$ cat config.mk
export PLATFORM = sky130hd
export DESIGN_NAME = dffram_2r1w_host
export DESIGN_NICKNAME = d
export VERILOG_FILES = /design/src/rtl/dffram_2r1w_host.sv
export SDC_FILE = /design/constraint.sdc
export NUM_CORES = 1
export LEC_CHECK = 0
export BUFFER_PORTS_ARGS = -buffer_cell sky130_fd_sc_hd__buf_2
export CAP_MARGIN = 30
export CORE_UTILIZATION = 57
export CTS_BUF_LIST = sky130_fd_sc_hd__clkbuf_2 sky130_fd_sc_hd__clkbuf_4 sky130_fd_sc_hd__clkbuf_8
export DETAILED_ROUTE_END_ITERATION = 7
export GPL_ROUTABILITY_DRIVEN = 0
export PLACE_DENSITY = 0.89
export SYNTH_ARGS = -nofsm -noshare
export SYNTH_HDL_FRONTEND = slang
export SYNTH_SLANG_ARGS = --single-unit
$ cat constraint.sdc
create_clock -name clk -period 2.1 [get_ports clk]
set_input_delay 0.105 -clock clk [delete_from_list [all_inputs] [get_ports clk]]
set_output_delay 0.105 -clock clk [all_outputs]
set_load 0.05 [all_outputs]
$ cat src/rtl/dffram_2r1w_host.sv
// Host-side pin sequencer for the 64x4 2R1W DFF RAM tile: runs write/read/configure
// commands on the tile pins and returns dual-port read data over a valid/ready channel.
module dffram_2r1w_host #(
  parameter int unsigned RST_CYCLES = 2,
  parameter int unsigned RD_WAIT    = 1,
  parameter logic [1:0]  DEF_BANK   = 2'b00,
  parameter logic [2:0]  DEF_FLAGS  = 3'b000
) (
  input  logic       clk,
  input  logic       rst,
  input  logic       cmd_valid,
  output logic       cmd_ready,
  input  logic [1:0] cmd_op,
  input  logic [5:0] cmd_addr_a,
  input  logic [3:0] cmd_addr_b,
  input  logic [3:0] cmd_wdata,
  output logic       rsp_valid,
  input  logic       rsp_ready,
  output logic [3:0] rsp_data_a,
  output logic [3:0] rsp_data_b,
  output logic [7:0] ram_ui,
  output logic [7:0] ram_uio,
  output logic       ram_rst_n,
  input  logic [7:0] ram_uo
);

  typedef enum logic [2:0] {
    S_CFG_LOW, S_CFG_HOLD, S_IDLE, S_WR_SETUP,
    S_WR_STROBE, S_WR_HOLD, S_RD_WAIT, S_RESP
  } state_t;

  state_t     r_state;
  logic [1:0] r_bank;
  logic [2:0] r_flags;
  logic [7:0] r_cnt;
  logic       r_pend;
  logic       r_rd;
  logic [3:0] r_addr_a;
  logic [3:0] r_addr_b;
  logic [3:0] r_wdata;

  logic       w_accept;
  logic       w_rw_cmd;
  logic       w_bank_miss;
  logic       w_launch;
  logic       w_l_rd;
  logic [3:0] w_l_addr_a;
  logic [3:0] w_l_addr_b;
  logic [3:0] w_l_wdata;
  logic [1:0] w_cfg_bank;
  logic [2:0] w_cfg_flags;
  logic [7:0] w_rd_cycles;

  assign w_accept    = cmd_valid && cmd_ready;
  assign w_rw_cmd    = w_accept && !cmd_op[1];
  assign w_bank_miss = w_rw_cmd && (cmd_addr_a[5:4] != r_bank);
  assign w_cfg_bank  = cmd_addr_a[5:4];
  assign w_cfg_flags = cmd_op[1] ? cmd_wdata[2:0] : r_flags;

  // A command starts either straight from IDLE or after the bank-switch sequence.
  assign w_launch = (w_rw_cmd && !w_bank_miss) || (r_state == S_CFG_HOLD && r_pend);

  always_comb begin
    w_l_rd     = r_rd;
    w_l_addr_a = r_addr_a;
    w_l_addr_b = r_addr_b;
    w_l_wdata  = r_wdata;
    if (r_state == S_IDLE) begin
      w_l_rd     = cmd_op[0];
      w_l_addr_a = cmd_addr_a[3:0];
      w_l_addr_b = cmd_addr_b;
      w_l_wdata  = cmd_wdata;
    end
  end

  assign w_rd_cycles = 8'(RD_WAIT) + 8'd1 + {7'd0, |r_flags[1:0]};

  always_ff @(posedge clk) begin
    if (rst) begin
      r_state    <= S_CFG_LOW;
      r_bank     <= DEF_BANK;
      r_flags    <= DEF_FLAGS;
      r_cnt      <= '0;
      r_pend     <= 1'b0;
      r_rd       <= 1'b0;
      r_addr_a   <= '0;
      r_addr_b   <= '0;
      r_wdata    <= '0;
      cmd_ready  <= 1'b0;
      rsp_valid  <= 1'b0;
      rsp_data_a <= '0;
      rsp_data_b <= '0;
      ram_rst_n  <= 1'b0;
      ram_ui     <= '0;
      ram_uio    <= {1'b0, DEF_FLAGS, 2'b00, DEF_BANK};
    end else begin
      case (r_state)
        S_CFG_LOW: begin
          if (r_cnt == 8'(RST_CYCLES - 1)) begin
            r_state   <= S_CFG_HOLD;
            ram_rst_n <= 1'b1;
          end else begin
            r_cnt <= r_cnt + 8'd1;
          end
        end
        S_CFG_HOLD: begin
          r_state      <= S_IDLE;
          cmd_ready    <= 1'b1;
          ram_uio[6:4] <= '0;
        end
        S_IDLE: begin
          if (w_accept) begin
            r_rd     <= cmd_op[0];
            r_addr_a <= cmd_addr_a[3:0];
            r_addr_b <= cmd_addr_b;
            r_wdata  <= cmd_wdata;
            if (cmd_op == 2'b10 || w_bank_miss) begin
              r_bank    <= w_cfg_bank;
              r_flags   <= w_cfg_flags;
              r_pend    <= w_bank_miss;
              r_state   <= S_CFG_LOW;
              r_cnt     <= '0;
              cmd_ready <= 1'b0;
              ram_rst_n <= 1'b0;
              ram_uio   <= {1'b0, w_cfg_flags, 2'b00, w_cfg_bank};
            end
          end
        end
        S_WR_SETUP: begin
          r_state     <= S_WR_STROBE;
          ram_uio[7]  <= 1'b1;
        end
        S_WR_STROBE: begin
          r_state     <= S_WR_HOLD;
          ram_uio[7]  <= 1'b0;
        end
        S_WR_HOLD: begin
          r_state   <= S_IDLE;
          cmd_ready <= 1'b1;
        end
        S_RD_WAIT: begin
          if (r_cnt == 8'd0) begin
            rsp_data_a <= ram_uo[3:0];
            rsp_data_b <= ram_uo[7:4];
            rsp_valid  <= 1'b1;
            r_state    <= S_RESP;
          end else begin
            r_cnt <= r_cnt - 8'd1;
          end
        end
        S_RESP: begin
          if (rsp_ready) begin
            rsp_valid <= 1'b0;
            r_state   <= S_IDLE;
            cmd_ready <= 1'b1;
          end
        end
        default: r_state <= S_CFG_LOW;
      endcase

      // Placed after the case so it overrides the IDLE/CFG_HOLD defaults above.
      if (w_launch) begin
        cmd_ready <= 1'b0;
        r_pend    <= 1'b0;
        if (w_l_rd) begin
          r_state <= S_RD_WAIT;
          r_cnt   <= w_rd_cycles - 8'd1;
          ram_ui  <= {w_l_addr_a, 4'h0};
          ram_uio <= {4'h0, w_l_addr_b};
        end else begin
          r_state <= S_WR_SETUP;
          ram_ui  <= {w_l_addr_a, w_l_wdata};
          ram_uio <= '0;
        end
      end
    end
  end

endmodule
# After elaboration in Yosys (flattened, before gate mapping)
# Index checks and enable logic that the tools add are counted.
[totals]
regBits = 57
input_bits = 28
output_inout_bits = 27
elab_cells = 111
[op_classes]
addsub = 4
eq_ne = 20
muxes = 37
n_reduce_logical = 32
[ops]
columns = ["operator", "count"]
rows = [
  ["$mux 8", 9],
  ["$mux 3", 8],
  ["$mux 4", 6],
  ["$pmux 8 s3", 1],
  ["$pmux 3 s7", 1],
  ["$reduce_and 3->1", 5],
  ["$eq 3x3->1 const B", 4],
  ["$ne 3x3->1 const B", 4],
  ["$reduce_bool 2->1", 5],
  ["$add 8x1->8 const B", 1],
  ["$eq 8x1->1 const B", 1],
  ["$logic_not 8->1", 1],
  ["$ne 2x2->1 const B", 4],
  ["$reduce_and 4->1", 2],
  ["$sub 8x1->8 const B", 1],
  ["$mux 1", 7],
  ["$eq 3x2->1 const B", 2],
  ["$pmux 1 s3", 2],
  ["$pmux 3 s2", 1],
  ["$reduce_bool 3->1", 2],
  ["$reduce_or 2->1", 3],
  ["$logic_and 1x1->1", 5],
  ["$reduce_and 5->1", 1],
  ["$pmux 1 s2", 2],
  ["other kinds (12)", 15],
]

# Longest topological paths before layout
# Gate-level depths: netlist (run 1).
[depth]
word_depth = 9
depth_mapped = 8
ltp_nobuf = 7

# Least setup slack after synthesis (run 1)
# Ideal clock, no wire load.
[synth_path]
path_kind = "register to register"
startpoint = "register cmd_ready"
endpoint = "register r_state[0]"
setup_ns = 0.103
arrival_time_ns = 2.160
t_required_ns = 1.997
slack_ns = -0.164
path_stages_with_launch = 7
path_buffers = 1
path_cell_list = "dfxtp_1 nand2_2 or4_1 buf_2 a311oi_1 a211oi_1 a2111oi_2"
[synth_via]
elab_chain_cells = 8
word_cells_on_any_way = 14
cone_classes = "eq/ne (5); mux (1); reduce/logical (8)"
[synth_lines]
columns = ["element", "line", "text"]
rows = [
  ["start: declaration", "12", "output logic cmd_ready,"],
  ["start signal: assignment", "89", "cmd_ready <= 1'b0;"],
  ["start signal: assignment", "108", "cmd_ready <= 1'b1;"],
  ["start signal: assignment", "123", "cmd_ready <= 1'b0;"],
  ["$logic_and 1x1->1 (*)", "54", "assign w_accept = cmd_valid && cmd_ready;"],
  ["$logic_and 1x1->1", "55", "assign w_rw_cmd = w_accept && !cmd_op[1];"],
  ["$logic_and 1x1->1", "56", "assign w_bank_miss = w_rw_cmd && (cmd_addr_a[5:4] != r_bank);"],
  ["$logic_not 1->1", "61", "assign w_launch = (w_rw_cmd && !w_bank_miss) || (r_state == S_CFG_HOLD && r_pend);"],
  ["$logic_and 1x1->1", "61", ""],
  ["$logic_or 1x1->1", "61", ""],
  ["$ne 3x3->1 (no source line) / $ne 3x2->1 (equally long branches)", "-", ""],
  ["$reduce_and 5->1 (no source line)", "-", ""],
  ["end signal: assignment", "80", "r_state <= S_CFG_LOW;"],
  ["end signal: assignment", "100", "r_state <= S_CFG_HOLD;"],
  ["end signal: assignment", "107", "r_state <= S_IDLE;"],
  ["end: declaration", "32", "state_t r_state;"],
]
# Every way passes the cells marked *; elsewhere a longest branch is shown, timed or not.
# A chain may end at the register's enable or synchronous reset.

# Final worst setup path (run 1)
[layout_path]
startpoint = "register r_bank[0]"
endpoint = "register r_state[0]"
[layout_via]
elab_chain_cells = 7
word_cells_on_any_way = 13
cone_classes = "eq/ne (6); mux (1); reduce/logical (6)"
[layout_lines]
columns = ["element", "line", "text"]
rows = [
  ["start: declaration", "33", "logic [1:0] r_bank;"],
  ["start signal: assignment", "118", "r_bank <= w_cfg_bank;"],
  ["$ne 2x2->1 (*)", "56", ""],
  ["$logic_and 1x1->1 (*)", "56", ""],
  ["$logic_not 1->1", "61", ""],
  ["$logic_and 1x1->1", "61", ""],
  ["$logic_or 1x1->1", "61", ""],
  ["$ne 3x3->1 (no source line) / $ne 3x2->1 (equally long branches)", "-", ""],
  ["$reduce_and 5->1 (no source line)", "-", ""],
]
# Marked as above.

==> results.yml, run 1 <==
synthesis:
  synth_top_area_share_pct: 38.91
  syn_area_per_cell_um2: 8.192
  syn_nets: 390
  yosysWarnings: 0
  synth_area_leaders: "dfxtp_1 (39%), mux2i_1 (7.8%), nand2_1 (7.7%)"
  synthCells: 358
  synth_fa_ha_area_share_pct: 1.706
  yosys.cell_count.top_type: "nand2_1"
  synth-edff-count: 0
  muxShareOfSynthArea_pct: 8.234
  synth-simple-area-share_pct: 21.46
  synth_compound_area_share_pct: 23.68
  yosys_register_bits: 57
  synth_top_area_cell: "dfxtp_1"
  async_flop_share_pct: 0
  yosys-top-cells-count: "nand2_1 (60), dfxtp_1 (57), nor2_1 (37), a21oi_1 (33), mux2i_1 (23)"
  syn_area_um2: 2933
  synth_top_family_by_area: "compound AO/OA/AOI/OAI gates"
  netlist-cell-type-count: 56
  synth_xor_area_share_pct: 1.493
  synthFlopType: "dfxtp_1"
  yosysSeqAreaShare_pct: 38.91
route:
  via_per_inst: 6.369
  drt_first_pass_iters: 6
  antenna_left: 0
  vias: 3191
  drt_wl_total_mm: 9.133
  first_iter_violations: 381
  wire_per_inst_um: 18.23
  drc: 0
sta:
  slew_viol_final: 0
  relSlewSlack_pct: 60.18
  min_period_ns: 2.075
  tightest_slew_ns: 0.5896
  fmax_mhz: 482.0
  hold_slack_ns: -0.0007250
  setup_viol: 0
  tns_ns: 0
  min_period_over_period_pct: 98.80
  timing.final.ws_setup_ns: 0.02523
  hold_viol: 1
  grt_setup_unrepaired: "yes"
  skew_ns: 0.006592
placement:
  dp.final_hpwl_mm: 5.570
  placed_area_um2: 3352
  dp_cells: 478
  numPortBuffers: 54
  place_ws_ns: 0.03452
cells_and_area:
  drive_above_1_share_pct: 27.42
  n_antenna_cell: 0
  n_fill_cell: 309
  areaGrowthSynthToFinish_pct: 27.09
  instances_no_fill: 501
  nets: 461
  final_cell_area_um2: 3727
global_route:
  top_usage_layer: "met2"
  use_met1_pct: 40.70
  met2_usage_pct: 50.36
  grt_pass1_wl_mm: 13.15
  grt_max_degree: 25
  grt.met3_usage_pct: 8.642
  grt_pass1_vias: 2731
  grt_usage_pct: 32.46
  antenna_found_initial: 0
  overflow: 0
floorplan:
  rows: 25
  ios: 55
  start_util_pct: 60.49
  dieWidth_um: 73.73
  dieHeight_um: 73.73
  core_um2: 4848
  die_area_um2: 5436
run_status:
  outcome: "finished, violations left"
  failed_checks: "hold timing"
clock_network:
  clock_sinks: 57
  cts_root_buf: "clkbuf_8"
  cts_buffers: 9
  path_clk_slew_ns: 0.07
  clk_latency_ns: 0.35
  cts_max_level: 3
  cts_tree: "yes"
  clockBufferDepth: 2
setup_path:
  start_kind: "register"
  worstPathCellList: "xor2_1 > or4_4 > a311oi_2 > a211oi_1 > a2111oi_2"
  critPathMaxStageDelay_ns: 0.58
  timing.rr.end: "r_state[0]"
  crit_required_ns: 2.34
  crit_path_start: "r_bank[0]"
  ff2ff_setup_slack_ns: 0.03
  r2r_cells: 5
  critPathMaxFanout: 6
  crit_end: "r_state[0]"
  cp.arrival_ns: 2.32
  critical_path_class: "reg -> reg"
  endpoint_kind: "register"
  cp_slowest_cell: "or4_4"
  r2r-start: "r_bank[0]"
power_and_ir_drop:
  power_leakage_nw: 1.527
  ir_drop_mv: 0.6769
  p_total_mw: 4.155
  powerDensity_nw_per_um2: 1115
job:
  max_cap_violations: 0
worst_hold_path:
  min_path_type: "in -> reg"
per-layer routing:
metal,vias to the layer above,wire [um]
met5,-,0
met4,0,342
met3,46,943
met2,240,4266
met1,1466,3581
li1,1439,-
repair_timing:
item / CTS / global route
endpoints found under the hold margin: 0 / 2
gates resized for setup: 2 / 9
buffers inserted: 0 / 5
pin swaps: 0 / 2
setup endpoints to repair: 1 / 7
hold buffers: 0 / 2
through the flow:
step	utilization, %	hold slack, ns
2_1_floorplan	-	0.2410
3_3_place_gp	69.14	0.3365
6_report	76.88	-0.0007250
4_1_cts	74.66	0.002313
3_5_place_dp	69.14	0.3498
5_1_grt	76.88	0.004565
critical path, delay by kind of cell, from the launching register on:
kind | cells | cell delay, ns
compound gates | 3 | 0.79
simple gates | 1 | 0.58
flops | 1 | 0.36
xor+xnor | 1 | 0.23
kinds of logic (layout without fill, tap and decap cells):
| group | Yosys count | in the layout |
|---|---|---|
| simple gates | 138 | 138 |
| compound gates | 99 | 99 |
| flops | 57 | 57 |
| buf+inv | 31 | 107 |
| mux | 24 | 24 |
| xor+xnor | 5 | 5 |
| fa+ha+maj | 4 | 4 |
cell type report:
class | count | area, um2 | area share (%)
clock buffer | 12 | 158.9 | 4.263
clock inverter | 4 | 98.84 | 2.652
inverter | 9 | 33.78 | 0.9063
tap | 67 | 83.83 | 2.249
timing repair buffer | 82 | 485.5 | 13.02
multi-input combinational | 270 | 1722 | 46.19
sequential | 57 | 1145 | 30.72
cells in the final DEF, fill, tap and decap left out, types with 2 or more instances in the layout:
cell type	instances
nor3_1	7
a32oi_1	3
a211oi_1	6
and3_1	5
o32ai_1	2
o21ai_0	12
o31ai_4	2
a21oi_1	33
nand3_1	7
dfxtp_1	54
o2bb2ai_1	4
mux2i_1	22
buf_4	26
dlygate4sd3_1	2
inv_2	2
buf_2	54
xor2_1	2
a221oi_1	5
o22ai_1	2
nor3_2	2
xnor2_1	3
and2_1	2
o31a_1	2
o21a_1	3
clkbuf_8	11
or3_4	2
dfxtp_2	3
nand2_1	60
ha_1	4
nor2_1	37
o211ai_1	2
bufinv_16	3
a311oi_1	7
nand4_1	3
a21o_1	2
nand2b_1	2
inv_1	7
state kept, by name (all words and copies together), names as in the netlist, 2 cells and up:
| signal | count |
|---|---|
| r_cnt | 8 |
| ram_ui | 8 |
| ram_uio | 8 |
| r_addr_a | 4 |
| r_addr_b | 4 |
| r_wdata | 4 |
| rsp_data_a | 4 |
| rsp_data_b | 4 |
| r_flags | 3 |
| r_state | 3 |
| r_bank | 2 |
power breakdown:
| part | total [mW] | internal (mW) | switching [mW] |
|---|---|---|---|
| Clock | 1.32 | 0.868 | 0.456 |
| Sequential | 1.27 | 1.17 | 0.0973 |
| Combinational | 1.56 | 0.557 | 1.01 |
| Total | 4.16 | 2.60 | 1.56 |
worst min-delay path by stage:
stage / start / endpoint / slack [ns] / cells past startpoint
after global routing: cmd_addr_a[2] / r_addr_a[2] / 0.005 / 3
final: cmd_addr_a[0] / r_addr_a[0] / -0.0007 / 3
after CTS: ram_uo[0] / rsp_data_a[0] / 0.002 / 3
after floorplan: cmd_addr_a[0] / r_addr_a[0] / 0.24 / 2
after detailed placement: ram_uo[3] / rsp_data_a[3] / 0.35 / 3
after global placement: ram_uo[7] / rsp_data_b[3] / 0.34 / 3
Note: power is estimated with default switching activity, not from simulation.
==> run 2: changes to the inputs <==
==> config.mk (replaced) <==
export PLATFORM = sky130hd
export DESIGN_NAME = dffram_2r1w_host
export DESIGN_NICKNAME = d
export VERILOG_FILES = /design/src/rtl/dffram_2r1w_host.sv
export SDC_FILE = /design/constraint.sdc
export NUM_CORES = 1
export LEC_CHECK = 0
export CAP_MARGIN = 30
export CORE_UTILIZATION = 60
export CTS_BUF_LIST = sky130_fd_sc_hd__clkbuf_2 sky130_fd_sc_hd__clkbuf_4 sky130_fd_sc_hd__clkbuf_8
export DETAILED_ROUTE_END_ITERATION = 7
export DONT_BUFFER_PORTS = 1
export GPL_ROUTABILITY_DRIVEN = 0
export GPL_TIMING_DRIVEN = 1
export PLACE_DENSITY = 0.83
export SETUP_SLACK_MARGIN = 0.15
export SYNTH_ARGS = -nofsm -noshare
export SYNTH_HDL_FRONTEND = slang
export SYNTH_SLANG_ARGS = --single-unit
==> run 2 against run 1 <==
Effect of this change:
- hold slack improved by 0.012 ns
- sequential cell count unchanged
- the run now ends clean
- non-clock buffer count decreased by 26
- first-iteration DRC count increased by 48%
- highest routed layer unchanged
- clock skew increased by 0.0098 ns
- fmax increased by 2.4%
- combinational power increased by 7%
- clock power about the same
- global-route usage increased by 2.2 points
- via count increased by 2.7%
- largest cell class unchanged
- sequential share of layout area decreased by 0.32 points
- critical path depth unchanged
==> results.yml, run 2 (synthesis results as in run 1) <==
setup_path:
  timing.rr.end: "ram_uio[6]"
  ff2ff_setup_slack_ns: 0.07
  endpoint_kind: "register"
  crit_path_start: "r_bank[0]"
  crit_end: "ram_uio[6]"
  cp.arrival_ns: 2.24
  start_kind: "register"
  r2r_cells: 5
  crit_required_ns: 2.32
  critical_path_class: "reg -> reg"
  critPathMaxFanout: 3
  r2r-start: "r_bank[0]"
route:
  vias: 3276
  antenna_left: 0
  drt_wl_total_mm: 9.750
  first_iter_violations: 564
  drc: 0
  wire_per_inst_um: 20.48
  drt_first_pass_iters: 7
  via_per_inst: 6.882
cells_and_area:
  final_common_cell: "nand2_1"
  top_regs: "r_cnt: 8 flops, ram_ui: 8 flops, ram_uio: 8 flops"
  final_cell_area_um2: 3800
  areaGrowthSynthToFinish_pct: 29.56
  nets: 436
  final_cell_mix: "nand2_1 (59), dfxtp_1 (50), nor2_1 (36)"
  n_antenna_cell: 0
  drive_above_1_share_pct: 20.29
sta:
  setup_viol: 0
  tns_ns: 0
  tightest_slew_ns: 0.7037
  timing.final.ws_setup_ns: 0.07469
  hold_slack_ns: 0.01124
  fmax_mhz: 493.8
  slew_viol_final: 0
  relSlewSlack_pct: 52.47
  skew_ns: 0.01641
  min_period_ns: 2.025
  hold_viol: 0
  grt_setup_unrepaired: "yes"
  min_period_over_period_pct: 96.44
floorplan:
  die_area_um2: 5172
  start_util_pct: 62.09
  rows: 25
  ios: 55
  core_um2: 4723
  dieHeight_um: 71.92
  dieWidth_um: 71.92
clock_network:
  clk_latency_ns: 0.35
  cts_root_buf: "clkbuf_8"
  path_clk_slew_ns: 0.08
  clockBufferDepth: 2
  cts_buffers: 9
  cts_tree: "yes"
  cts_max_level: 3
  clock_sinks: 57
worst_hold_path:
  min_path_type: "in -> reg"
placement:
  numPortBuffers: 0
  dp.final_hpwl_mm: 5.163
  placed_area_um2: 3119
  place_ws_ns: 0.03725
power_and_ir_drop:
  ir_drop_mv: 1.015
  p_total_mw: 4.378
  powerDensity_nw_per_um2: 1152
  power_leakage_nw: 1.414
global_route:
  overflow: 0
  grt.met3_usage_pct: 10.83
  met2_usage_pct: 54.19
  use_met1_pct: 42.83
  grt_pass1_wl_mm: 13.69
  grt_usage_pct: 34.62
  antenna_found_initial: 0
  grt_max_degree: 47
  top_usage_layer: "met2"
  grt_pass1_vias: 2880
job:
  max_cap_violations: 0
run_status:
  outcome: "finished clean"
run 2: metrics by stage:
stage          std cells  util [%]
2_1_floorplan        358         -
3_3_place_gp         428     66.04
3_5_place_dp         428     66.04
4_1_cts              473     78.60
5_1_grt              476     80.45
6_report             476     80.45
run 2: worst min-delay path by stage:
stage,cells after the start,from,to
final,2,cmd_addr_b[1],ram_uio[1]
after global routing,2,cmd_addr_b[1],ram_uio[1]
after CTS,4,cmd_addr_b[3],ram_uio[3]
after detailed placement,1,rst,ram_uio[6]
after global placement,1,rst,rsp_data_b[0]
after floorplan,2,cmd_addr_a[0],r_addr_a[0]
run 2: timing repair:
action	CTS	global route
pin swaps	3	6
setup buffers	4	3
resized for setup	7	19
hold buffers	24	0
gates cloned	1	0
endpoints found under the setup margin	10	26
endpoints found under the hold margin	49	0
run 2: critical path, cell delays in order, from the launching register on:
cell and delay, ns:
dfxtp_1 0.34, xor2_1 0.22, o41ai_1 0.68, a21oi_1 0.26, o21ai_0 0.30, a21oi_1 0.10
run 2: area by class of cell:
type                            instances  area [um2]
Inverter                                9       33.78
Fill cell                             264       923.4
Sequential cell                        57        1155
Clock inverter                          4       98.84
Timing Repair Buffer                   56       494.2
Clock buffer                           12       158.9
Tap cell                               67       83.83
Multi-Input combinational cell        271        1775
run 2: power breakdown:
part	internal [mW]	leakage, nW	switching [mW]
combinational	0.657	0.820	1.01
sequential	1.18	0.464	0.193
clock	0.869	0.130	0.467
total	2.71	1.41	1.67
run 2: layer usage:
layer,part of all wire [%],vias up
li1,-,1398
met1,36,1513
met2,45,288
met3,13,77
met4,6.2,0
met5,0,-
